`config.mk`:
```
export PLATFORM = sky130hd
export DESIGN_NAME = fetch_prefetch_queue_flat
export DESIGN_NICKNAME = d
export VERILOG_FILES = /design/src/rtl/fetch_prefetch_queue_if.sv /design/src/rtl/fetch_prefetch_queue.sv /design/src/flat_wrapper.sv
export SDC_FILE = /design/constraint.sdc
export NUM_CORES = 1
export LEC_CHECK = 0
export ABC_AREA = 1
export CAP_MARGIN = 15
export CORE_UTILIZATION = 53
export CTS_BUF_LIST = sky130_fd_sc_hd__clkbuf_8
export CTS_CLUSTER_DIAMETER = 80
export CTS_CLUSTER_SIZE = 30
export DETAILED_ROUTE_END_ITERATION = 8
export PLACE_DENSITY = 0.83
export SETUP_SLACK_MARGIN = 0.2
export SLEW_MARGIN = 20
export SYNTH_ARGS = -nofsm -noshare
export SYNTH_HDL_FRONTEND = slang
export SYNTH_SLANG_ARGS = --single-unit
```
`constraint.sdc`:
```
create_clock -name clock -period 1.7 [get_ports clock]
set_input_delay 0.34 -clock clock [delete_from_list [all_inputs] [get_ports clock]]
set_output_delay 0.34 -clock clock [all_outputs]
set_load 0.02 [all_outputs]
```
`src/rtl/fetch_prefetch_queue_if.sv`:
```
// Fetch queue bundle: ROM request/return port, redirect/halt
// controls and the decode-side valid/ready handshake.
interface fetch_prefetch_queue_if #(
    parameter int PC_W    = 12,
    parameter int INSTR_W = 15,
    parameter int DEPTH   = 4
);
    localparam int OW = $clog2(DEPTH + 1);

    logic [PC_W-1:0]    rom_addr;
    logic               rom_req;
    logic [INSTR_W-1:0] rom_data;
    logic               redirect_valid;
    logic [PC_W-1:0]    redirect_pc;
    logic               halt_i;
    logic               instr_ready;
    logic               instr_valid;
    logic [INSTR_W-1:0] instr;
    logic [PC_W-1:0]    instr_pc;
    logic [OW-1:0]      occupancy;

    modport master (
        output rom_addr, rom_req,
        output instr_valid, instr, instr_pc, occupancy,
        input  rom_data, redirect_valid, redirect_pc,
        input  halt_i, instr_ready
    );

    modport slave (
        input  rom_addr, rom_req,
        input  instr_valid, instr, instr_pc, occupancy,
        output rom_data, redirect_valid, redirect_pc,
        output halt_i, instr_ready
    );
endinterface

```
`src/rtl/fetch_prefetch_queue.sv`:
```
// Prefetching fetch stage: sequential PC issue to a fixed-latency
// ROM, return FIFO towards decode, redirect flush and halt.
module fetch_prefetch_queue #(
    parameter int              PC_W     = 12,
    parameter int              INSTR_W  = 15,
    parameter int              DEPTH    = 4,
    parameter int              ROM_LAT  = 1,
    parameter logic [PC_W-1:0] RESET_PC = PC_W'('o4000)
) (
    input logic                    clock,
    input logic                    reset_n,
    fetch_prefetch_queue_if.master bus
);
    localparam int OW = $clog2(DEPTH + 1);
    localparam int PW = $clog2(DEPTH);
    localparam int IW = $clog2(ROM_LAT + 1);
    localparam int CW = 8;

    logic [PC_W-1:0]    fetch_pc;
    logic [ROM_LAT-1:0] sr_vld;
    logic [PC_W-1:0]    sr_pc [ROM_LAT];
    logic [INSTR_W-1:0] mem_instr [DEPTH];
    logic [PC_W-1:0]    mem_pc [DEPTH];
    logic [PW-1:0]      rd_ptr;
    logic [PW-1:0]      wr_ptr;
    logic [OW-1:0]      occ;
    logic [IW-1:0]      inflight;
    logic               credit;
    logic               req;
    logic               push;
    logic               pop;
    logic [PC_W-1:0]    req_pc;
    logic               head_valid;

    function automatic logic [PW-1:0] ptr_inc(input logic [PW-1:0] p);
        return (p == PW'(DEPTH - 1)) ? '0 : p + PW'(1);
    endfunction

    // Count outstanding ROM reads still travelling down the pipe
    always_comb begin
        inflight = '0;
        for (int i = 0; i < ROM_LAT; i++) begin
            inflight = inflight + IW'(sr_vld[i]);
        end
    end

    // Pops are not credited: issue only when the FIFO can absorb
    // every read already outstanding plus this one.
    assign credit = (CW'(occ) + CW'(inflight)) < CW'(DEPTH);
    // A redirect bypasses the credit check since it empties the FIFO
    assign req = reset_n && !bus.halt_i &&
                 (bus.redirect_valid || credit);
    assign req_pc = bus.redirect_valid ? bus.redirect_pc : fetch_pc;
    assign head_valid = (occ != '0);
    assign push = sr_vld[ROM_LAT-1] && !bus.redirect_valid;
    assign pop = head_valid && bus.instr_ready && !bus.redirect_valid;

    // Next sequential fetch address, reloaded on redirect
    always_ff @(posedge clock or negedge reset_n) begin
        if (!reset_n) begin
            fetch_pc <= RESET_PC;
        end else if (bus.redirect_valid) begin
            fetch_pc <= bus.halt_i ? bus.redirect_pc
                                   : bus.redirect_pc + PC_W'(1);
        end else if (req) begin
            fetch_pc <= fetch_pc + PC_W'(1);
        end
    end

    // Request shift register tracking PCs of outstanding reads
    always_ff @(posedge clock or negedge reset_n) begin
        if (!reset_n) begin
            sr_vld <= '0;
            for (int i = 0; i < ROM_LAT; i++) begin
                sr_pc[i] <= '0;
            end
        end else begin
            if (bus.redirect_valid) begin
                sr_vld <= ROM_LAT'(req);
            end else begin
                sr_vld <= (sr_vld << 1) | ROM_LAT'(req);
            end
            sr_pc[0] <= req_pc;
            for (int i = 1; i < ROM_LAT; i++) begin
                sr_pc[i] <= sr_pc[i-1];
            end
        end
    end

    // Return FIFO: push returning words, pop to decode, flush on redirect
    always_ff @(posedge clock or negedge reset_n) begin
        if (!reset_n) begin
            rd_ptr <= '0;
            wr_ptr <= '0;
            occ    <= '0;
            for (int i = 0; i < DEPTH; i++) begin
                mem_instr[i] <= '0;
                mem_pc[i]    <= '0;
            end
        end else if (bus.redirect_valid) begin
            rd_ptr <= '0;
            wr_ptr <= '0;
            occ    <= '0;
        end else begin
            if (push) begin
                mem_instr[wr_ptr] <= bus.rom_data;
                mem_pc[wr_ptr]    <= sr_pc[ROM_LAT-1];
                wr_ptr            <= ptr_inc(wr_ptr);
            end
            if (pop) begin
                rd_ptr <= ptr_inc(rd_ptr);
            end
            case ({push, pop})
                2'b10:   occ <= occ + OW'(1);
                2'b01:   occ <= occ - OW'(1);
                default: occ <= occ;
            endcase
        end
    end

    assert property (@(posedge clock) disable iff (!reset_n)
        !(push && occ == OW'(DEPTH)));

    assign bus.rom_req     = req;
    assign bus.rom_addr    = req_pc;
    assign bus.instr_valid = head_valid;
    assign bus.instr       = head_valid ? mem_instr[rd_ptr] : '0;
    assign bus.instr_pc    = head_valid ? mem_pc[rd_ptr] : '0;
    assign bus.occupancy   = occ;
endmodule

```
`src/flat_wrapper.sv`:
```
// flat-port wrapper written by rule: the top's interface ports become plain ports
module fetch_prefetch_queue_flat 
#(
    parameter int              PC_W     = 12,
    parameter int              INSTR_W  = 15,
    parameter int              DEPTH    = 4,
    parameter int              ROM_LAT  = 1,
    parameter logic [PC_W-1:0] RESET_PC = PC_W'('o4000)
)
  (clock, reset_n, bus_rom_addr, bus_rom_req, bus_instr_valid, bus_instr, bus_instr_pc, bus_occupancy, bus_rom_data, bus_redirect_valid, bus_redirect_pc, bus_halt_i, bus_instr_ready);
  fetch_prefetch_queue_if #(.PC_W(PC_W), .INSTR_W(INSTR_W), .DEPTH(DEPTH)) bus_i ();
  input logic clock;
  input logic reset_n;
  output wire logic [$bits(bus_i.rom_addr)-1:0] bus_rom_addr;
  output wire logic [$bits(bus_i.rom_req)-1:0] bus_rom_req;
  output wire logic [$bits(bus_i.instr_valid)-1:0] bus_instr_valid;
  output wire logic [$bits(bus_i.instr)-1:0] bus_instr;
  output wire logic [$bits(bus_i.instr_pc)-1:0] bus_instr_pc;
  output wire logic [$bits(bus_i.occupancy)-1:0] bus_occupancy;
  input wire logic [$bits(bus_i.rom_data)-1:0] bus_rom_data;
  input wire logic [$bits(bus_i.redirect_valid)-1:0] bus_redirect_valid;
  input wire logic [$bits(bus_i.redirect_pc)-1:0] bus_redirect_pc;
  input wire logic [$bits(bus_i.halt_i)-1:0] bus_halt_i;
  input wire logic [$bits(bus_i.instr_ready)-1:0] bus_instr_ready;
  assign bus_rom_addr = bus_i.rom_addr;
  assign bus_rom_req = bus_i.rom_req;
  assign bus_instr_valid = bus_i.instr_valid;
  assign bus_instr = bus_i.instr;
  assign bus_instr_pc = bus_i.instr_pc;
  assign bus_occupancy = bus_i.occupancy;
  assign bus_i.rom_data = bus_rom_data;
  assign bus_i.redirect_valid = bus_redirect_valid;
  assign bus_i.redirect_pc = bus_redirect_pc;
  assign bus_i.halt_i = bus_halt_i;
  assign bus_i.instr_ready = bus_instr_ready;
  fetch_prefetch_queue #(.PC_W(PC_W), .INSTR_W(INSTR_W), .DEPTH(DEPTH), .ROM_LAT(ROM_LAT), .RESET_PC(RESET_PC)) u_core (.clock(clock), .reset_n(reset_n), .bus(bus_i));
endmodule
```
---- Word level (Yosys, flattened, before mapping) ----
Index checks and enable logic that the tools add are counted.
storage, ports and cells
  input port bits ......................... 32
  output and inout bits ................... 44
  bits in registers ....................... 140
cells by class
  $lt $le $gt $ge ......................... 4
  bitwise gates (word level) .............. 3
  mux-type cells .......................... 26
  eq/ne operators ......................... 4
  add/sub/neg operators ................... 7
  reduce and logical (&&, ||, !) cells .... 15
operators with widths
  kind                     count
  $mux W12                 8
  $bwmux W60               1
  $mux W15                 4
  $bwmux W48               1
  $bmux W15 S2             1
  $demux W15 S2            1
  $add A12 B1 Y12 const B  2
  $bmux W12 S2             1
  $demux W12 S2            1
  $mux W2                  6
  $lt A8 B3 Y1 const B     1
  $eq A2 B2 Y1 const B     3
  $ge A3 B3 Y1 const B     2
  $logic_and A1 B1 Y1      6
  $not A2 Y3               2
  $pmux W3 S2              1
  $reduce_bool A2 Y1       3
  $reduce_bool A3 Y1       2
  $add A2 B1 Y2 const B    2
  $add A3 B1 Y4            1
  $add A3 B1 Y3 const B    1
  $lt A3 B1 Y1 const B     1
  $mux W3                  1
  $sub A3 B1 Y3 const B    1
  5 further kinds          6

---- Depth between registers and ports, before layout ----
  word-level depth ........................ 6
  gate-level depth with buffers ........... 10

---- Worst setup path before layout ----
OpenSTA, ideal clock, no wires.
  path type ............................... reg-to-reg
  start ................................... register u_core.occ[1], in the netlist u_core.bus.occupancy[1]
  end ..................................... register u_core.occ[2], in the netlist u_core.bus.occupancy[2]
  library setup time ...................... 0.123 ns
  cell stages (with the launch flop) ...... 9
  slack ................................... -0.138 ns
  arrival time ............................ 1.715 ns
  path through ............................ dfrtp_1 nor2_1 nand2_2 nand2_2 nor2_4 fa_1 xnor2_1 xor2_1 o21ai_1
on the way
  longest elaborated chain between the ends .. 6
RTL lines
  element                                              RTL line                     source
  from (decl)                                          fetch_prefetch_queue.sv:26   logic [OW-1:0] occ;
  from (signal assigned)                               fetch_prefetch_queue.sv:114  2'b10: occ <= occ + OW'(1);
  from (signal assigned)                               fetch_prefetch_queue.sv:115  2'b01: occ <= occ - OW'(1);
  $reduce_bool A3 Y1 (*)                               fetch_prefetch_queue.sv:54   assign head_valid = (occ != '0);
  net bus_instr_valid                                  flat_wrapper.sv:16           output wire logic [$bits(bus_i.instr_valid)-1:0] bus_instr_valid;
  $logic_and A1 B1 Y1 (*) (2 in series)                fetch_prefetch_queue.sv:56   assign pop = head_valid && bus.instr_ready && !bus.redirect_valid;
  $eq A2 B1 Y1 / $eq A2 B2 Y1 (equally long branches)  fetch_prefetch_queue.sv:113  case ({push, pop})
  $pmux W3 S2                                          fetch_prefetch_queue.sv:113
  $mux W3                                              fetch_prefetch_queue.sv:100  end else if (bus.redirect_valid) begin
The timed path passes the listed nets; every way through them passes the cells marked *.
A chain may end at the register's enable or synchronous reset.

---- Final worst setup path ----
  start ................................... register u_core.rd_ptr[0]
  end ..................................... output port bus_instr_pc[10]
on the way
  longest elaborated chain between the ends .. 5
RTL lines
  element                                       RTL line                     source
  from (decl)                                   fetch_prefetch_queue.sv:24   logic [PW-1:0] rd_ptr;
  from (signal assigned)                        fetch_prefetch_queue.sv:111  rd_ptr <= ptr_inc(rd_ptr);
  $not A2 Y3 (implied by the code)              fetch_prefetch_queue.sv:128  assign bus.instr_pc = head_valid ? mem_pc[rd_ptr] : '0;
  $bmux W12 S2                                  fetch_prefetch_queue.sv:128
  $mux W12 (implied by the code) (2 in series)  fetch_prefetch_queue.sv:128
  $mux W12                                      fetch_prefetch_queue.sv:128
  to (decl)                                     flat_wrapper.sv:18           output wire logic [$bits(bus_i.instr_pc)-1:0] bus_instr_pc;
Every way passes these cells. The select of a mux whose other input is x is not followed.

==> metrics.md <==
| Metric | Value |
|---|---|
| Final nets | `between 1000 and 1500` |
| Cell-by-cell trace of the critical path | `buf_12 -> buf_12 -> nor2_4 -> nor2_2 -> o21ai_2 -> a21oi_2 -> buf_4` |
| Core area | `12700 um2` |
| Synth top area share | `approximately half` |
| R2R setup slack | `-130 ps` |
| First-pass GRT wire length | `slightly above 30 mm` |
| Top post-synthesis cells by count | `196 x nand2_1, 153 x o21ai_0, 139 x dfrtp_1` |
| Placer Congestion | `approximately 0.9` |
| Number of buffers and inverters on the critical path | `3` |
| Peak fanout along the critical path | `8` |
| Startpoint Class | `flip-flop` |
| Die span in x | `~120 um` |
| Post-Layout Cell Count | `around 1200` |
| Worst Hold Class | `primary input to async pin` |
| Ys async rst share | `100%` |
| Vias in the first global route | `roughly 6400` |
| Total GRT Usage | `between 20% and 30%` |
| Cell count after placement | `1154` |
| Pwr dens | `around 1300 nW/um2` |
| Maximum clock rate | `465 MHz` |
| I/O pin count | `76` |
| R2R depth | `8` |
| Max-cap viol count | `0` |
| Clock Pin Slew Worst Setup and Hold Paths | `80 ps` |
| Die area | `about 14000 um2` |
| RSZ-0062 raised after global routing | `true` |
| Tmin final | `around 2100 ps` |
| CP max stage delay | `roughly 440 ps` |
| Clk sinks | `140` |
| DRC | `0` |
| Failing checks | `negative setup slack` |
| Count of pins over their slew limit | `0` |
| CP top delay family | `buffers and inverters` |
| Clk root buf | `clkbuf_8` |
| Met3 usage | `around 5.9%` |
| Clock tree buffer depth | `2` |
| Final hold violation count | `0` |
| CP Class | `flip-flop to primary output` |
| EDFF count, synth | `0` |
| DR pass1 iterations | `6` |
| Slew @ Worst Pin | `~750 ps` |
| Routed wire length | `22.1 mm` |
| CTS buffer count | `17` |
| GRT busiest layer | `met2` |
| Synth Cell Area | `roughly 7000 um2` |
| Area Growth Syn to Fin | `43.6%` |
| M2 GR Usage | `between 40 and 50%` |
| Syn avg cell area | `between 7 and 8 um2` |
| Fin util | `a little under 80%` |
| DRT iter0 DRCs | `827` |
| Synth Warn # | `0` |
| Largest net degree at the start of global routing | `~140` |
| Clk_lat worst skew | `around 460 ps` |
| Hold WS | `around 11 ps` |
| Gr ovfl total | `0` |
| Dominant cell by count in the synthesized netlist | `nand2_1` |
| Yosys cell types | `27` |
| Sequential share of the synthesized area | `50.3%` |
| Routed Antenna Nets | `0` |
| Wire length per cell | `~18 um` |
| Slack of the critical path | `-448 ps` |
| Vias | `about 7100` |
| Worst vdd ir | `0.000760 V` |
| Worst-case clock skew | `17.2 ps` |
| Top cells by area, synth | `dfrtp_1 50%, o21ai_0 11%, nand2_1 11%` |
| Outcome | `finished, violations left` |
| Seq cells post-synth | `between 100 and 150` |
| P_leak | `about 0.0047 uW` |
| Reg-to-reg endpoint | `u_core.bus.occupancy[2]` |
| Initial antenna violation count | `0` |
| H-Tree Depth | `4` |
| Via density | `between 5 and 6` |
| Number of buffers added on ports | `75` |
| TritonCTS clock tree | `built` |
| Main synth FF type | `dfrtp_1` |
| Setup-failing EPs final | `31` |
| Req. time, crit path | `~1400 ps` |
| Layout cells sized above 1 | `~34%` |
| Synth Net Count | `between 900 and 1000` |
| Post-DP HPWL | `11.2 mm` |
| Worst r2r src | `u_core.bus.occupancy[0]` |
| Tcrit/Tclk final | `126%` |
| Initial core utilization | `around 55%` |
| Gate Count Post-Synth | `873` |
| Die Span Y | `between 100 and 150 um` |
| Row cnt | `a little over 40` |
| M1 GR Usage | `a little under two fifths` |
| Worst Path Arrival | `~1800 ps` |
| ANT cells | `0` |
| Worst relative slew slack | `between 40% and 50%` |
| Most frequent CP cell | `buf_12` |
| CP endpoint kind | `primary output` |
| Critical-path top delay cell | `dfrtp_2` |
| Cell taking the most area after synthesis | `dfrtp_1` |
layout make-up:
| cell class | count | area, um2 |
|---|---|---|
| flip-flops and latches | 140 | 3510 |
| multi-input cells | 623 | 3460 |
| fillers | 781 | 2720 |
| repair buffers | 208 | 2190 |
| clock buffers | 18 | 248 |
| inverters | 63 | 241 |
| well taps | 172 | 215 |
| clock inverters | 13 | 136 |
metal layers:
metal  vias up  part of all wire, %  wire, um
met5         -                    0         0
met3        92                  7.3      1610
li1       3203                    -         -
met2       405                   51     11200
met1      3417                   38      8490
met4         0                  3.8       840
what timing repair did:
item,in CTS,in global routing
resized for setup,307,176
hold buffers,0,0
cloned,3,5
endpoints found under the setup margin,46,61
setup buffers,24,20
pin swaps,14,66
worst max-delay path by stage:
stage                                  startpoint                       to  cells after the start
final                            u_core.rd_ptr[0]         bus_instr_pc[10]                      7
after CTS                        u_core.rd_ptr[0]         bus_instr_pc[11]                      7
after detailed placement       bus_redirect_valid          bus_rom_addr[9]                      4
after floorplan           u_core.bus.occupancy[0]  u_core.bus.occupancy[2]                      8
after global routing             u_core.rd_ptr[0]             bus_instr[2]                      7
after global placement         bus_redirect_valid          bus_rom_addr[0]                      5
cell usage in the layout (no fill, tap or decap), types with 16 or more instances in the layout:
cell type	n
inv_2	19
buf_4	93
nor2_4	21
nor2_1	86
nor2_2	25
nand3_1	29
a21oi_2	28
buf_6	60
inv_1	47
dfrtp_1	136
clkbuf_8	18
o21ai_0	88
o21ai_1	85
o21ai_2	17
nand2_1	179
buf_12	16
clkdlybuf4s50_1	27
power breakdown:
group,switching [uW],internal (uW),leakage (uW)
Sequential,492,4000,0.00182
Clock,1260,1440,0.000214
Combinational,3330,2900,0.00269
Total,5070,8340,0.00473
per-stage QoR:
stage	setup slack (ps)	total power [uW]	instance area [um2]	setup TNS, ps
after floorplan	-40.1	7120	7080	-122
after CTS	-406	12200	9200	-10000
after global routing	-479	14100	10000	-12390
after detailed placement	-612	9220	8520	-24420
final	-448	13400	10000	-10280
after global placement	-585	9100	8520	-19970
worst register-to-register path, cell delays in order, from the launching register on:
cell     delay (ps)
dfrtp_2         440
buf_6           120
buf_6           110
buf_6           110
buf_6           110
fa_2            390
xnor2_2         150
xor2_1          180
o21ai_1          90
registers in the layout, summed over array words and instances (netlist names):
name / count
u_core.fetch_pc: 12
u_core.mem_instr: 60
u_core.mem_pc: 48
u_core.wr_ptr: 2
u_core.bus.occupancy: 3
u_core.sr_vld: 1
u_core.rd_ptr: 2
u_core.sr_pc: 12
kinds of logic after synthesis:
| group | count (synthesis) | synth area share, % |
|---|---|---|
| DFF | 140 | 50.3 |
| xor gates and xnor gates | 3 | 0.377 |
| and+or+nand+nor | 379 | 22.9 |
| buffers and inverters | 111 | 8.25 |
| AOI/OAI and AO/OA | 233 | 16.8 |
| adders and majority gates | 7 | 1.37 |
(Power assumes the default switching activity.)
